File: src/rtl/fetch_pkg.sv
`default_nettype none
// ============================================================================
// Module      : fetch_pkg
// Description : Shared types and constants for the instruction fetch stage.
// Revision    : 1.0 - initial release
// ============================================================================
package fetch_pkg;

    localparam int XLEN    = 32;
    localparam int ENTRY_W = 2 * XLEN;

    localparam logic [XLEN-1:0] INSTR_BYTES = 32'd4;

    typedef enum logic [1:0] {
        ST_BOOT  = 2'd0,
        ST_RUN   = 2'd1,
        ST_FAULT = 2'd2
    } fetch_state_t;

    typedef struct packed {
        logic [XLEN-1:0] pc;
        logic [XLEN-1:0] instr;
    } fetch_entry_t;

    // Word-aligned and strictly below the memory size (unsigned compare).
    function automatic logic pc_is_legal(input logic [XLEN-1:0] pc,
                                         input logic [XLEN-1:0] limit);
        return (pc[1:0] == 2'b00) && (pc < limit);
    endfunction

endpackage
`default_nettype wire

File: src/rtl/fetch_fifo.sv
`default_nettype none
// ============================================================================
// Module      : fetch_fifo
// Description : DEPTH-entry circular prefetch buffer of {pc, instr} entries.
// Revision    : 1.0 - initial release
// ============================================================================
module fetch_fifo
    import fetch_pkg::*;
#(
    parameter int DEPTH = 2
) (
    input  logic         clk,
    input  logic         rst_n,
    input  logic         i_flush,
    input  logic         i_push,
    input  fetch_entry_t i_wdata,
    input  logic         i_pop,
    output fetch_entry_t o_rdata,
    output logic         o_empty,
    output logic         o_full
);

    localparam int AW = (DEPTH > 1) ? $clog2(DEPTH) : 1;
    localparam logic [AW:0] PTR_ONE = {{AW{1'b0}}, 1'b1};

    logic [AW:0]  r_wr_ptr;
    logic [AW:0]  r_rd_ptr;
    fetch_entry_t r_mem [DEPTH];

    logic w_push_en;
    logic w_pop_en;

    // The extra pointer bit distinguishes full from empty when indices match.
    assign o_empty = (r_wr_ptr == r_rd_ptr);
    assign o_full  = (r_wr_ptr[AW] != r_rd_ptr[AW]) &&
                     (r_wr_ptr[AW-1:0] == r_rd_ptr[AW-1:0]);

    assign w_pop_en  = i_pop & ~o_empty;
    assign w_push_en = i_push & (~o_full | w_pop_en) & ~i_flush;

    always_ff @(posedge clk or negedge rst_n) begin
        if (!rst_n) begin
            r_wr_ptr <= '0;
            r_rd_ptr <= '0;
        end else if (i_flush) begin
            r_wr_ptr <= '0;
            r_rd_ptr <= '0;
        end else begin
            if (w_push_en) begin
                r_wr_ptr <= r_wr_ptr + PTR_ONE;
            end
            if (w_pop_en) begin
                r_rd_ptr <= r_rd_ptr + PTR_ONE;
            end
        end
    end

    always_ff @(posedge clk) begin
        if (w_push_en) begin
            r_mem[r_wr_ptr[AW-1:0]] <= i_wdata;
        end
    end

    assign o_rdata = r_mem[r_rd_ptr[AW-1:0]];

endmodule
`default_nettype wire

File: src/rtl/instruction_fetch_unit.sv
`default_nettype none
// ============================================================================
// Module      : instruction_fetch_unit
// Description : Fetch PC, prefetch FIFO, redirect flush and sticky fetch fault.
// Revision    : 1.0 - initial release
// ============================================================================
module instruction_fetch_unit
    import fetch_pkg::*;
#(
    parameter logic [31:0] RESET_PC   = 32'h0000_0000,
    parameter int          DEPTH      = 2,
    parameter logic [31:0] ADDR_LIMIT = 32'h0000_1000
) (
    input  logic        clk,
    input  logic        rst_n,
    output logic [31:0] inst_mem_addr,
    input  logic [31:0] inst_mem_data,
    input  logic        redirect_valid,
    input  logic [31:0] redirect_pc,
    output logic        out_valid,
    input  logic        out_ready,
    output logic [31:0] out_instr,
    output logic [31:0] out_pc,
    output logic        fetch_fault
);

    fetch_state_t    r_state;
    logic [XLEN-1:0] r_pc;
    logic            r_fault;

    fetch_state_t    w_state_nxt;
    logic [XLEN-1:0] w_pc_nxt;
    logic            w_fault_nxt;
    logic            w_push;
    logic            w_flush;
    logic            w_pop;
    logic            w_legal;
    logic            w_empty;
    logic            w_full;
    fetch_entry_t    w_wdata;
    fetch_entry_t    w_rdata;

    assign w_legal = pc_is_legal(r_pc, ADDR_LIMIT);
    assign w_pop   = ~w_empty & out_ready;
    assign w_wdata = '{pc: r_pc, instr: inst_mem_data};

    always_ff @(posedge clk or negedge rst_n) begin
        if (!rst_n) begin
            r_state <= ST_BOOT;
            r_pc    <= RESET_PC;
            r_fault <= 1'b0;
        end else begin
            r_state <= w_state_nxt;
            r_pc    <= w_pc_nxt;
            r_fault <= w_fault_nxt;
        end
    end

    always_comb begin
        w_state_nxt = r_state;
        w_pc_nxt    = r_pc;
        w_fault_nxt = r_fault;
        w_push      = 1'b0;
        w_flush     = 1'b0;
        // A redirect outranks everything once out of BOOT; a head popped
        // this cycle is still delivered because decode already took it.
        if (redirect_valid && (r_state != ST_BOOT)) begin
            w_flush     = 1'b1;
            w_pc_nxt    = redirect_pc;
            w_state_nxt = ST_RUN;
            w_fault_nxt = 1'b0;
        end else begin
            case (r_state)
                ST_BOOT: begin
                    w_state_nxt = ST_RUN;
                    if (redirect_valid) begin
                        w_pc_nxt = redirect_pc;
                    end
                end
                ST_RUN: begin
                    if (!w_legal) begin
                        w_state_nxt = ST_FAULT;
                        w_fault_nxt = 1'b1;
                    end else if (!w_full || w_pop) begin
                        w_push   = 1'b1;
                        w_pc_nxt = r_pc + INSTR_BYTES;
                    end
                end
                ST_FAULT: begin
                    w_state_nxt = ST_FAULT;
                end
                default: begin
                    w_state_nxt = ST_BOOT;
                    w_fault_nxt = 1'b0;
                end
            endcase
        end
    end

    fetch_fifo #(
        .DEPTH (DEPTH)
    ) u_fifo (
        .clk     (clk),
        .rst_n   (rst_n),
        .i_flush (w_flush),
        .i_push  (w_push),
        .i_wdata (w_wdata),
        .i_pop   (w_pop),
        .o_rdata (w_rdata),
        .o_empty (w_empty),
        .o_full  (w_full)
    );

    assign inst_mem_addr = r_pc;
    assign fetch_fault   = r_fault;
    assign out_valid     = ~w_empty;
    assign out_pc        = w_empty ? '0 : w_rdata.pc;
    assign out_instr     = w_empty ? '0 : w_rdata.instr;

endmodule
`default_nettype wire

File: config.mk
export PLATFORM = sky130hd
export DESIGN_NAME = instruction_fetch_unit
export DESIGN_NICKNAME = d
export VERILOG_FILES = /design/src/rtl/fetch_pkg.sv /design/src/rtl/fetch_fifo.sv /design/src/rtl/instruction_fetch_unit.sv
export SDC_FILE = /design/constraint.sdc
export NUM_CORES = 1
export LEC_CHECK = 0
export ABC_AREA = 0
export CAP_MARGIN = 20
export CORE_ASPECT_RATIO = 0.6
export CORE_MARGIN = 2
export CORE_UTILIZATION = 40
export CTS_CLUSTER_DIAMETER = 80
export DETAILED_ROUTE_END_ITERATION = 7
export PLACE_DENSITY = 0.67
export SLEW_MARGIN = 20
export SYNTH_ARGS = -nofsm -noshare
export SYNTH_HDL_FRONTEND = slang
export SYNTH_SLANG_ARGS = --single-unit
File: constraint.sdc
create_clock -name clk -period 9.6 [get_ports clk]
set_input_delay 1.44 -clock clk [delete_from_list [all_inputs] [get_ports clk]]
set_output_delay 1.44 -clock clk [all_outputs]
set_load 0.005 [all_outputs]
==> flow_summary_export.csv, run 1 <==
group,metric,value,unit
clocking,clk_pin_slew,60,ps
placed_design,place_area,8726,um2
final_layout,num_antenna_cells,0,
synth,ys_ff_latch,167,
timing,setup_viol_count_final,0,
power,peakVddDrop,119.9,uV
final_layout,nets,741,
timing,hold_viol_final,0,
synth,synth-edff-count,128,
floorplan,die_h,105.2,um
global_routing,grt_max_degree,58,
synth,syn_area,6828,um2
synth,synthesis.instances,504,
synth,synth_top_area_share,0.5629,
floorplan,fp.dieW,172.7,um
global_routing,grt_use_met3,0.04949,
drt,first_iter_violations,418,
timing,min_period,4267,ps
global_routing,top_usage_layer,"met2",
global_routing,grt_util_met1,0.2587,
clocking,cts_sinks,167,
clocking,clock_path_buffers,2,
synth,ys_top_cells_by_area,"edfxtp_1 (56%), dfrtp_1 (14%), mux2i_1 (9.7%)",
floorplan,ioPinCount,166,
final_layout,drive_gt1_frac,0.08211,
placed_design,place.gp.congestion,0.8214,
clocking,postCtsSetupRepairBufs,0,
drt,viasPerCell,5.132,
global_routing,grt_pass1_wl,25.39,mm
global_routing,antenna_found_initial,0,
timing,slew_headroom,0.3145,
global_routing,track_usage,0.1810,
setup_path,cp.required,8160,ps
power,powerDensity,262.0,nW/um2
floorplan,die-area,18160,um2
clocking,cts_tree,"done",
setup_path,arrival,2830,ps
setup_path,cp_max_fo,45,
placed_design,dpl.hpwl,10.65,mm
min_path,holdCritPathClass,"flop to flop",
floorplan,rows,36,
final_layout,nFillCells,1330,
drt,remaining_drc_errors,0,
job,drv_cap,0,
setup_path,cp_num_buf_inv,2,
power,totalPowerFinal,2445,uW
global_routing,first_global_vias,4742,
timing,tightest_slew,1028,ps
synth,yosysSeqAreaShare,0.7059,
synth,async_flop_share,0.2335,
drt,totalWireLength,16.01,mm
final_layout,postLayoutCellArea,9330,um2
clocking,cts_hold_buffers,0,
synth,synth_top_area_cell,"edfxtp_1",
setup_path,start_kind,"flop",
global_routing,use_met2,0.2702,
drt,firstDrtPassIters,5,
synth,syn_area_per_cell,13.55,um2
setup_path,cp_slowest_cell,"dfrtp_4",
drt,drtAntennaViolNets,0,
timing,hold_slack,542.2,ps
synth,synth_flop_cell,"edfxtp_1",
drt,avgRoutedWirePerCell,17.60,um
clocking,clock_latency,420,ps
clocking,root_buffer,"clkbuf_16",
timing,rsz0062_at_grt,"no",
setup_path,crit_path_cell_trace,"xnor2_1, and2_2, buf_4, nor2_1, clkdlybuf4s50_1",
synth,yosysWarningCount,0,
floorplan,start_util,0.4142,
timing,fmax,234.4,MHz
clocking,cts-resized-gates,0,
setup_path,worstSetupEndpointType,"output port",
drt,vias,4670,
floorplan,core_area,16490,um2
timing,finalClockSkew,14.49,ps
setup_path,slowest_delay,570,ps
setup_path,crit_type,"flop to output port",
synth,ys_types,46,
final_layout,synthToLayoutAreaGrowth,36.65,%
clocking,cts_max_level,4,
global_routing,overflow,0,
timing,fin_setup_tns,0,ps
outcome,status,"finished, final reports clean",
timing,maxSlewViolCount,0,
setup_path,critPathTopFamily,"buffers and inverters",
timing,fin_crit_sh,0.4444,
clocking,cts_buffers,17,
power,leakage,0.003225,uW
synth,syn-num-nets,576,
placed_design,numPortBuffers,165,
-- cell usage in the layout (no fill, tap or decap), types with 5 or more instances in the layout --
master / n
nand3_1: 7
nor4_1: 5
o21ai_0: 5
dfrtp_1: 38
buf_4: 6
inv_1: 8
clkdlybuf4s50_1: 164
nor3_1: 5
mux2i_1: 64
nor2_1: 81
edfxtp_1: 128
nand2_1: 68
clkbuf_16: 17
a21oi_1: 5
-- layout make-up --
cell class | instances | area, um2 | share of cell area
sequential | 167 | 4823 | 0.5170
timing repair buffer | 171 | 1692 | 0.1813
clock inverter | 14 | 167.7 | 0.01797
inverter | 8 | 30.03 | 0.003218
clock buffer | 18 | 429.2 | 0.04600
tap | 228 | 285.3 | 0.03058
multi-input combinational | 304 | 1903 | 0.2040
-- layer usage --
metal / part of all wire / vias up
li1: - / 2168
met1: 0.48 / 2302
met2: 0.44 / 188
met3: 0.067 / 12
met4: 0.0083 / 0
met5: 0 / -
-- worst register-to-register path, stage by stage (launching register included) --
cell and delay (ps):
dfrtp_1 410, inv_1 110, ha_1 280, nor2_1 260
mux2i_2 720, nand2_1 730, o221a_2 520
-- stage by stage --
step	utilization	std cells	worst slack, ps
after CTS	0.5655	910	5286
after detailed placement	0.5293	878	5221
after global routing	0.5660	910	5107
after global placement	0.5293	878	5475
after floorplan	-	504	2614
final	0.5660	910	5333
-- final timing paths --
| check | slack (ps) | cells after the start | end | start |
|---|---|---|---|---|
| hold / removal | 540 | 0 | u_fifo.r_mem[1][63] | inst_mem_addr[31] |
| setup / recovery | 5330 | 5 | out_pc[2] | u_fifo.r_rd_ptr[0] |
| setup reg to reg | 6480 | 6 | inst_mem_addr[2] | r_state[0] |
| min in group asynchronous | 1160 | 1 | inst_mem_addr[0] | rst_n |
| max in group asynchronous | 7780 | 1 | u_fifo.r_rd_ptr[0] | rst_n |
| hold reg to reg | 540 | 0 | u_fifo.r_mem[1][63] | inst_mem_addr[31] |
-- cells in the mapped netlist (5+ instances only) --
| cell | number |
|---|---|
| edfxtp_1 | 128 |
| nor2_1 | 82 |
| nand2_1 | 68 |
| mux2i_1 | 66 |
| dfrtp_1 | 39 |
| clkbuf_1 | 17 |
| inv_1 | 8 |
| nand3_1 | 7 |
| nor3_1 | 7 |
| buf_1 | 6 |
| a21oi_1 | 5 |
| nor4_1 | 5 |
| o21ai_0 | 5 |
-- cell families after synthesis --
logic type,synth area share
compound gates,0.03097
xor+xnor,0.005132
fa+ha+maj,0.007330
buf+inv,0.01851
flops,0.7059
mux,0.1034
simple gates,0.1288
-- sequential cells by signal, indices dropped and copies added, names as in the netlist --
| register | flops |
|---|---|
| u_fifo.r_wr_ptr | 2 |
| u_fifo.r_mem | 128 |
| r_state | 2 |
| u_fifo.r_rd_ptr | 2 |
| inst_mem_addr | 32 |
| fetch_fault | 1 |
-- where the power goes --
group / internal [uW] / total (uW) / switching, uW
logic: 392 / 741 / 349
clock network: 391 / 682 / 291
registers: 889 / 1020 / 133
(Power assumes the default switching activity.)
==> inputs of run 2 (changes only) <==
Clock period 9.6 ns to 4.2 ns, I/O delays scaled along.
==> flow_summary_export.csv, run 2 (synthesis gave the netlist of run 1 again) <==
group,metric,value,unit
floorplan,ioPinCount,166,
placed_design,numPortBuffers,165,
drt,remaining_drc_errors,0,
drt,vias,4606,
power,powerDensity,592.3,nW/um2
power,leakage,0.003227,uW
setup_path,start_kind,"flop",
floorplan,die-area,18160,um2
floorplan,core_area,16490,um2
clocking,clock_path_buffers,2,
clocking,clk_pin_slew,70,ps
timing,fin_crit_sh,0.8294,
power,p_sw,1803,uW
clocking,cts_max_level,4,
power,pwr-share-clk,0.266,
timing,fin_setup_tns,0,ps
drt,first_iter_violations,428,
timing,min_period,3483,ps
drt,avgRoutedWirePerCell,18.06,um
power,combPwrFrac,0.308,
clocking,cts-resized-gates,0,
final_layout,num_antenna_cells,0,
drt,totalWireLength,16.45,mm
final_layout,mostFrequentLayoutCells,"clkdlybuf4s50_1 (164), edfxtp_1 (128), nor2_1 (81)",
floorplan,start_util,0.4142,
final_layout,synthToLayoutAreaGrowth,36.50,%
timing,finalClockSkew,11.57,ps
final_layout,nets,742,
outcome,status,"finished, final reports clean",
timing,setup_viol_count_final,0,
setup_path,arrival,2850,ps
setup_path,cp_max_fo,39,
global_routing,first_global_vias,4540,
drt,drtAntennaViolNets,0,
global_routing,track_usage,0.1874,
timing,fmax,287.1,MHz
global_routing,grt_max_degree,65,
timing,setup_ws,716.7,ps
setup_path,crit_path_cell_trace,"xnor2_1, and2_2, buf_4, nor2_1, clkdlybuf4s50_1",
setup_path,slowest_delay,690,ps
global_routing,overflow,0,
timing,slew_headroom,0.3358,
setup_path,worstSetupEndpointType,"output port",
min_path,holdCritPathClass,"input pin to async pin",
clocking,cts_hold_buffers,0,
drt,viasPerCell,5.056,
floorplan,fp.dieW,172.7,um
placed_design,place_ws,1107,ps
clocking,cts_sinks,167,
timing,rsz0062_at_grt,"no",
final_layout,final_common_cell,"clkdlybuf4s50_1",
power,swShare,0.3266,
setup_path,crit_type,"flop to output port",
final_layout,largest_reg_flops,128,
placed_design,dpl.hpwl,11.10,mm
clocking,cts_tree,"done",
setup_path,cp.required,3570,ps
clocking,postCtsSetupRepairBufs,0,
final_layout,drive_gt1_frac,0.08199,
timing,tightest_slew,996.3,ps
final_layout,nFillCells,1389,
placed_design,place.gp.congestion,0.8029,
final_layout,fin_cells,911,
placed_design,placed_cells,879,
setup_path,cp_slowest_cell,"and2_2",
clocking,cts_buffers,17,
job,drv_cap,0,
global_routing,grt_pass1_wl,25.89,mm
clocking,clock_latency,420,ps
floorplan,rows,36,
power,peakVddDrop,278.1,uV
global_routing,antenna_found_initial,0,
drt,firstDrtPassIters,4,
timing,maxSlewViolCount,0,
power,internal_power,3717,uW
power,seq_power_share,0.426,
timing,hold_viol_final,0,
floorplan,die_h,105.2,um
power,totalPowerFinal,5520,uW
clocking,root_buffer,"clkbuf_16",
## run 2: cell count changes in the layout (fill, tap and decap cells not counted), sizes merged
| cell | delta |
|---|---|
| inv | +5 |
| clkinv | -3 |
| bufinv | -2 |
| buf | +1 |
| clkbuf | -1 |
| clkinvlp | +1 |
## run 2: layout make-up
type / instances / area (um2) / share of cell area
inverter: 8 / 30.03 / 0.003222
multi-input combinational: 304 / 1912 / 0.2051
timing repair buffer: 172 / 1712 / 0.1836
sequential: 167 / 4823 / 0.5175
clock inverter: 15 / 132.6 / 0.01423
tap: 228 / 285.3 / 0.03061
clock buffer: 17 / 425.4 / 0.04564
## run 2: stage by stage
step / hold slack, ps / area [um2] / utilization
3_3_place_gp: 517.0 / 8758 / 0.5313
3_5_place_dp: 519.5 / 8758 / 0.5313
6_report: 353.5 / 9320 / 0.5653
5_1_grt: 421.4 / 9320 / 0.5653
4_1_cts: 374.2 / 9316 / 0.5651
2_1_floorplan: 334.4 / 6838 / -
## run 2: per-layer routing
metal | wire length, um | part of all wire | global-route usage
met3 | 1202 | 0.073 | 0.05058
met2 | 7216 | 0.44 | 0.2699
met5 | 0 | 0 | 0
met1 | 7908 | 0.48 | 0.2750
met4 | 127 | 0.0077 | 0.06053
## run 2: worst max-delay path, delay by kind of cell, from the launching register on
family,cells,cell delay [ps]
buffers and inverters,2,840
AND/OR/NAND/NOR,2,780
flip-flops,1,570
XOR/XNOR,1,210
## run 2: final timing paths
| check | cells after the start | slack [ps] | end | from |
|---|---|---|---|---|
| min in group clk | 0 | 550 | u_fifo.r_mem[1][53] | inst_mem_addr[21] |
| setup / recovery | 5 | 720 | out_instr[30] | u_fifo.r_rd_ptr[0] |
| hold reg to reg | 0 | 550 | u_fifo.r_mem[1][53] | inst_mem_addr[21] |
| hold / removal | 1 | 350 | inst_mem_addr[26] | rst_n |
| max in group asynchronous | 1 | 3150 | u_fifo.r_rd_ptr[0] | rst_n |
| setup reg to reg | 5 | 1240 | u_fifo.r_mem[0][29] | inst_mem_addr[16] |
## run 2: power by group through the flow
stage / clock network (uW) / logic (uW) / registers (uW)
2_1_floorplan: 0 / 836 / 2270
3_3_place_gp: 0 / 1690 / 2360
3_5_place_dp: 0 / 1710 / 2380
4_1_cts: 1500 / 1720 / 2350
5_1_grt: 1580 / 1870 / 2390
6_report: 1470 / 1700 / 2350
==> inputs of run 3 (changes only) <==
Settings changed: PLACE_DENSITY 0.67 to 0.69.
Clock period 4.2 ns to 3 ns, I/O delays scaled along.
==> flow_summary_export.csv, run 3 (synthesis gave the netlist of run 1 again) <==
group,metric,value,unit
final_layout,num_antenna_cells,0,
setup_path,critical_path.startpoint,"u_fifo.r_rd_ptr[0]",
timing,hold_slack,167.0,ps
timing,hold_viol_final,0,
drt,avgRoutedWirePerCell,17.94,um
global_routing,grt_max_degree,67,
final_layout,postLayoutCellArea,9449,um2
placed_design,place.gp.congestion,0.8454,
setup_path,cp_max_fo,24,
final_layout,nFillCells,1337,
timing,fin_crit_sh,0.9149,
setup_path,start_kind,"flop",
setup_path,arrival,2290,ps
clocking,cts_max_level,4,
min_path,holdCritPathClass,"input pin to async pin",
clocking,cts_sinks,167,
final_layout,final_common_cell,"clkdlybuf4s50_1",
setup_path,cp_num_buf_inv,2,
setup_path,critPathTopFamily,"buffers and inverters",
clocking,clock_latency,420,ps
final_layout,drive_gt1_frac,0.08588,
floorplan,ioPinCount,166,
clocking,cts_tree,"done",
job,drv_cap,0,
clocking,clk_pin_slew,70,ps
drt,remaining_drc_errors,0,
timing,setup_viol_count_final,0,
timing,maxSlewViolCount,0,
setup_path,r2r_slack,410,ps
drt,vias,4661,
setup_path,worstSetupEndpointType,"output port",
floorplan,core_area,16490,um2
setup_path,cp_slowest_cell,"dfrtp_4",
floorplan,rows,36,
setup_path,slowest_delay,500,ps
timing,finalClockSkew,12.23,ps
final_layout,nets,746,
drt,viasPerCell,5.094,
global_routing,overflow,0,
clocking,cts_buffers,17,
outcome,status,"finished, final reports clean",
floorplan,fp.dieW,172.7,um
timing,tightest_slew,938.9,ps
floorplan,start_util,0.4142,
drt,totalWireLength,16.42,mm
power,powerDensity,843.8,nW/um2
global_routing,first_global_vias,4646,
final_layout,synthToLayoutAreaGrowth,38.39,%
setup_path,reg2reg_from,"inst_mem_addr[12]",
final_layout,mostFrequentLayoutCells,"clkdlybuf4s50_1 (164), edfxtp_1 (128), nor2_1 (82)",
drt,drtAntennaViolNets,0,
placed_design,dpl.hpwl,11.22,mm
timing,fmax,364.3,MHz
timing,rsz0062_at_grt,"no",
global_routing,grt_pass1_wl,25.88,mm
power,leakage,0.003297,uW
final_layout,largest_reg_flops,128,
power,peakVddDrop,329.6,uV
floorplan,die-area,18160,um2
clocking,clock_path_buffers,2,
floorplan,die_h,105.2,um
placed_design,place_area,8828,um2
drt,firstDrtPassIters,7,
global_routing,antenna_found_initial,0,
global_routing,track_usage,0.1864,
timing,min_period,2745,ps
setup_path,cp.required,2550,ps
setup_path,crit_type,"flop to output port",
drt,first_iter_violations,403,
clocking,root_buffer,"clkbuf_16",
placed_design,numPortBuffers,165,
setup_path,crit_path_cell_trace,"xnor2_1, and2_4, buf_4, nor2_1, clkdlybuf4s50_1",
timing,slew_headroom,0.3741,
## run 3: cell count changes in the layout (fill, tap and decap cells not counted), sizes merged
| cell | previous run | this run |
|---|---|---|
| buf | 8 | 12 |
| clkbuf | 17 | 19 |
| clkinvlp | 3 | 1 |
| clkinv | 3 | 4 |
| inv | 17 | 13 |
| bufinv | 0 | 3 |
## run 3: metal layers
metal,GRT usage,wire [um],up-vias
met4,0.05690,173,0
li1,-,-,2169
met3,0.04294,1230,17
met2,0.2774,7263,217
met1,0.2718,7747,2258
met5,0,0,-
## run 3: per-stage QoR
stage | TNS, ps | setup WS [ps] | total power (uW) | instances | utilization
6_report | 0 | 255.2 | 7973 | 915 | 0.5732
5_1_grt | 0 | 133.9 | 8393 | 915 | 0.5732
4_1_cts | 0 | 31.22 | 8031 | 915 | 0.5731
3_5_place_dp | 0 | 414.3 | 5770 | 883 | 0.5355
3_3_place_gp | 0 | 450.2 | 5705 | 883 | 0.5355
2_1_floorplan | -51190 | -410.5 | 4349 | 504 | -
## run 3: final timing paths
path | to | cells past startpoint
worst min-delay path | inst_mem_addr[26] | 1
max in group asynchronous | u_fifo.r_rd_ptr[0] | 1
worst min register to register | u_fifo.r_mem[1][50] | 0
worst max-delay path | out_pc[19] | 5
worst max register to register | u_fifo.r_mem[0][29] | 5
min in group clk | u_fifo.r_mem[1][50] | 0
## run 3: layout make-up
cell class | count | area [um2] | area share
Sequential cell | 167 | 4823 | 0.5105
Multi-Input combinational cell | 304 | 1912 | 0.2023
Timing Repair Buffer | 176 | 1779 | 0.1883
Clock buffer | 19 | 432.9 | 0.04582
Tap cell | 228 | 285.3 | 0.03019
Clock inverter | 13 | 186.4 | 0.01973
Inverter | 8 | 30.03 | 0.003178
## run 3: power breakdown
group | total (uW) | internal [uW] | switching [uW]
Sequential | 3260 | 2850 | 414
Clock | 2260 | 1340 | 922
Combinational | 2450 | 1310 | 1140
## run 3: worst reg2reg max path, stage by stage, from the launching register on
cell     delay (ps)
dfrtp_1         450
nor4_2          460
nand4_2         230
or3_4           470
nor3_4          250
buf_12          360
## run 3: timing repair
| action | CTS | global route |
|---|---|---|
| buffers inserted | 0 | 0 |
| gates resized for setup | 0 | 1 |
| hold buffers | 0 | 0 |
| setup endpoints to repair | 0 | 43 |
